**config.mk**
```make
export PLATFORM = sky130hd
export DESIGN_NAME = pow2_clk_divider
export DESIGN_NICKNAME = d
export VERILOG_FILES = /design/src/rtl/pow2_clk_divider.sv
export SDC_FILE = /design/constraint.sdc
export NUM_CORES = 1
export LEC_CHECK = 0
export ABC_AREA = 1
export ABC_CLOCK_PERIOD_IN_PS = 3900
export BUFFER_PORTS_ARGS = -buffer_cell sky130_fd_sc_hd__buf_2
export CAP_MARGIN = 0
export CORE_MARGIN = 4
export CORE_UTILIZATION = 64
export DETAILED_ROUTE_END_ITERATION = 10
export PLACE_DENSITY = 0.81
export SYNTH_ARGS = -nofsm -noshare
export SYNTH_HDL_FRONTEND = slang
export SYNTH_SLANG_ARGS = --single-unit
export TNS_END_PERCENT = 1
```
**constraint.sdc**
```tcl
create_clock -name inClk -period 3.9 [get_ports inClk]
set_input_delay 0 -clock inClk [delete_from_list [all_inputs] [get_ports inClk]]
set_output_delay 0 -clock inClk [all_outputs]
set_load 0.02 [all_outputs]
```
**src/rtl/pow2_clk_divider.sv**
```systemverilog
// Power-of-two clock divider: registered 50%-duty outClk = inClk / 2^activeN plus a one-cycle tick.
// Exponent changes are deferred to a period boundary. Optional phase clear: CLKDIV_PHASE_CLEAR_EN.
module pow2_clk_divider #(
   parameter int unsigned MAX_N   = 12,
   parameter int unsigned N_W     = 4,
   parameter int unsigned RESET_N = 1
) (
   input  logic           inClk,
   input  logic           rstN,
   input  logic           enable,
   input  logic [N_W-1:0] n,
   input  logic           nLoad,
`ifdef CLKDIV_PHASE_CLEAR_EN
   input  logic           phaseClr,
`endif
   output logic           nPending,
   output logic [N_W-1:0] activeN,
   output logic           outClk,
   output logic           tick
);

   typedef enum logic [0:0] {StIdle, StPend} state_e;

   state_e           st_q, st_d;
   logic [MAX_N-1:0] cnt_q, cnt_d;
   logic [N_W-1:0]   active_n_q, active_n_d;
   logic [N_W-1:0]   pend_n_q, pend_n_d;
   logic             out_clk_q, out_clk_d;
   logic             tick_q, tick_d;

   logic [MAX_N-1:0] mask;
   logic [MAX_N-1:0] half;
   logic [MAX_N-1:0] cnt_inc;
   logic             at_bnd;

   function automatic logic [N_W-1:0] clamp_n(input logic [N_W-1:0] v);
      if (v == '0) begin
         return N_W'(1);
      end else if (v > N_W'(MAX_N)) begin
         return N_W'(MAX_N);
      end else begin
         return v;
      end
   endfunction

   always_comb begin
      // mask keeps the low activeN bits; half is its top bit (2^(a-1))
      mask    = ~({MAX_N{1'b1}} << active_n_q);
      half    = mask ^ (mask >> 1);
      cnt_inc = (cnt_q + MAX_N'(1)) & mask;
      at_bnd  = enable && ((cnt_q & mask) == mask);

      st_d       = st_q;
      cnt_d      = cnt_q;
      active_n_d = active_n_q;
      pend_n_d   = pend_n_q;
      out_clk_d  = out_clk_q;
      tick_d     = 1'b0;

      if (enable) begin
         cnt_d     = cnt_inc;
         out_clk_d = |(cnt_inc & half);
         tick_d    = (cnt_inc == half);
      end

      // At a boundary cnt_inc is already 0, so outClk falls as the new ratio starts
      if (st_q == StPend && at_bnd) begin
         active_n_d = pend_n_q;
         cnt_d      = '0;
         st_d       = StIdle;
      end

      if (nLoad) begin
         pend_n_d = clamp_n(n);
         st_d     = StPend;
      end

`ifdef CLKDIV_PHASE_CLEAR_EN
      if (phaseClr) begin
         cnt_d      = '0;
         out_clk_d  = 1'b0;
         tick_d     = 1'b0;
         pend_n_d   = pend_n_q;
         active_n_d = (st_q == StPend) ? pend_n_q : active_n_q;
         st_d       = StIdle;
      end
`endif
   end

   always_ff @(posedge inClk or negedge rstN) begin
      if (!rstN) begin
         st_q       <= StIdle;
         cnt_q      <= '0;
         active_n_q <= N_W'(RESET_N);
         pend_n_q   <= N_W'(RESET_N);
         out_clk_q  <= 1'b0;
         tick_q     <= 1'b0;
      end else begin
         st_q       <= st_d;
         cnt_q      <= cnt_d;
         active_n_q <= active_n_d;
         pend_n_q   <= pend_n_d;
         out_clk_q  <= out_clk_d;
         tick_q     <= tick_d;
      end
   end

   assign nPending = (st_q == StPend);
   assign activeN  = active_n_q;
   assign outClk   = out_clk_q;
   assign tick     = tick_q;

endmodule

```
==> run_results.csv <==
group,metric,value,unit
clock_network,clock_sinks,23,
timing,worst_pin_slew,505,ps
clock_network,cts_setup_buffers,0,
global_routing,overflow,0,
clock_network,htree_num_levels,1,
global_routing,first_global_vias,1539,
synth,synth_cells,246,
setup_path,crit_slowest_cell,"dfrtp_1",
setup_path,slowest_delay,410,ps
die,die-area,3550,um^2
clock_network,cts_hold_buffers,8,
clock_network,cts-root-buf,"clkbuf_4",
global_routing,grt_antenna_before_repair,0,
synth,syn_area,1700,um^2
setup_path,cp-start-kind,"flop",
final_layout,fin_nets,290,
die,die_w,59.6,um
global_routing,track_usage,0.277,
synth,synth_area_per_cell,6.93,um^2
setup_path,cp_max_fo,4,
routing,vias,1709,
die,core_area,2500,um^2
outcome,status,"finished, final reports clean",
timing,fmax,441,MHz
final_layout,multi_input_area,968,um^2
final_layout,area_growth,11.5,%
synth,synth_area_leader_cell,"dfrtp_1",
clock_network,cts_resized,0,
routing,drc,0,
routing,finalWirelength,4280,um
routing,antenna_left,0,
clock_network,cts_made_buffers,3,
synth,synthesis.nets,266,
timing,finalHoldViolCount,0,
setup_path,worstSetupPathType,"reg2reg",
timing,min_period,2270,ps
routing,drt-pass1-iter-count,5,
placed_design,portBuffers,14,
placed_design,gp_congestion,0.958,
timing,setup_viol,0,
setup_path,endpoint_kind,"flop",
placed_design,post-dp-hpwl,3080,um
clock_network,clk_pin_slew,140,ps
timing,maxSlewHeadroom,0.663,
clock_network,clk_path_buf_depth,2,
die,fp.dieH,59.6,um
die,rows,18,
setup_path,arrival,2520,ps
power_and_ir_drop,power_leakage,0.00108,uW
synth,yosysWarnings,0,
routing,met3_length,308,um
power_and_ir_drop,ir_drop,0.465,mV
routing,wl_per_cell,14.3,um
setup_path,required,4150,ps
final_layout,drive_gt1_frac,0.138,
power_and_ir_drop,p_per_area,552,nW/um^2
timing,post-route-period-util,0.582,
synth,ys_seq_area_frac,0.339,
routing,wl_met1,1960,um
synth,yosys-top-cells-area,"dfrtp_1 (31%), nand2_1 (17%), ha_1 (8.8%)",
setup_path,crit_buf_inv,2,
synth,yosysUniqueCellTypes,27,
routing,wl_met2,1940,um
synth,synth.ff_latch_count,23,
timing,holdWs,39.5,ps
timing,fin_tns_setup,0,ps
final_layout,nFillCells,202,
timing,report.final.slew_viol_count,0,
final_layout,antennaDiodeCount,0,
clock_network,clock_latency,320,ps
final_layout,seq_area,578,um^2
worst_hold_path,min_path_type,"in2reg",
flow_run,max_cap_violations,0,
die,io_pins,15,
setup_path,critical_path.top_delay_family,"simple AND/OR/NAND/NOR gates",
synth,synth_top_area_share,0.308,
timing,finClkSkew,12.3,ps
clock_network,cts_tree,"done",
setup_path,worstPathCellList,"ha_1, nand2_1, nor2_1, inv_1, o21ai_1, nand3_1, inv_1, ha_1, nor4_1, nand3_1, a21oi_1",
die,start_util,0.682,
routing,top_layer,"met4",
global_routing,grt_max_degree,24,
routing,drt_iter0_markers,158,
routing,viasPerCell,5.72,
timing,rsz0062_at_grt,"no",
global_routing,grt_pass1_wl,7180,um
cell usage after synthesis (all sizes together):
library cell  number
nor4               6
inv               37
and3               1
a21oi              5
buf                1
nor3               4
ha                12
dfrtp             21
nand4              9
dfstp              2
nor2              27
clkbuf             2
nand2             82
nand3             22
nor3b              1
or3                1
o21ai             13
worst register-to-register path: cells and delay by family (launching register included):
family                     cells  cell delay (ps)
and+or+nand+nor                5              910
buffers and inverters          2              220
DFF                            1              410
adders and majority gates      2              400
AOI/OAI and AO/OA              2              250
report_power, final:
group / switching [uW] / internal, uW / total (uW)
sequential: 70.4 / 284 / 355
combinational: 393 / 188 / 580
clock: 75.4 / 38.4 / 114
cell type report:
cell class	count	area share
multi-input cells	183	0.510
flip-flops and latches	23	0.304
repair buffers	22	0.0790
inverters	37	0.0731
well taps	30	0.0197
clock buffers	3	0.0118
clock inverters	1	0.00263
placed cells by master, fill, tap and decap left out, types with 5 or more instances in the layout:
cell type,synthesis,layout
a21oi_1,5,5
buf_2,0,14
dfrtp_1,21,21
dlygate4sd3_1,0,8
ha_1,12,12
inv_1,31,31
inv_2,6,6
nand2_1,79,79
nand3_1,19,19
nand4_1,9,9
nor2_1,23,23
nor4_1,6,6
o21ai_0,6,6
o21ai_1,6,6
sequential cells by signal, indices dropped and copies added (netlist names):
signal	flops
cnt_q	12
activeN	4
pend_n_q	4
nPending	1
outClk	1
tick	1
through the flow:
stage	worst slack, ps	utilization	instance area, um^2	power [uW]	instances
after CTS	1680	0.760	1900	1050	299
after global routing	1450	0.760	1900	1150	299
after floorplan	2060	-	1700	794	246
after global placement	1710	0.717	1790	921	287
after detailed placement	1730	0.717	1790	922	287
final	1630	0.760	1900	1050	299
routing by layer:
layer | vias to the layer above | GRT usage
met1 | 771 | 0.405
li1 | 848 | -
met5 | - | 0
met4 | 0 | 0.0949
met3 | 9 | 0.0414
met2 | 81 | 0.417
cell families (layout without fill, tap and decap cells):
group / after synthesis / count (layout) / synth area share
simple gates: 153 / 153 / 0.425
compound gates: 18 / 18 / 0.0551
buf+inv: 40 / 63 / 0.0925
flops: 23 / 23 / 0.339
fa+ha+maj: 12 / 12 / 0.0881
worst paths after layout:
| path | slack [ps] | depth (start not counted) | to | from |
|---|---|---|---|---|
| max | 1630 | 11 | tick$_DFF_PN0_ | cnt_q[0]$_DFFE_PN0P_ |
| min | 40 | 3 | cnt_q[3]$_DFFE_PN0P_ | enable |
| max reg2reg | 1630 | 11 | tick$_DFF_PN0_ | cnt_q[0]$_DFFE_PN0P_ |
| min reg2reg | 500 | 2 | pend_n_q[3]$_DFFE_PN0P_ | pend_n_q[3]$_DFFE_PN0P_ |
| max in group asynchronous | 3390 | 2 | activeN[0]$_DFFE_PN1P_ | rstN |
| min in group asynchronous | 150 | 2 | cnt_q[3]$_DFFE_PN0P_ | rstN |
No activity file was read; power rests on OpenSTA's default activity.
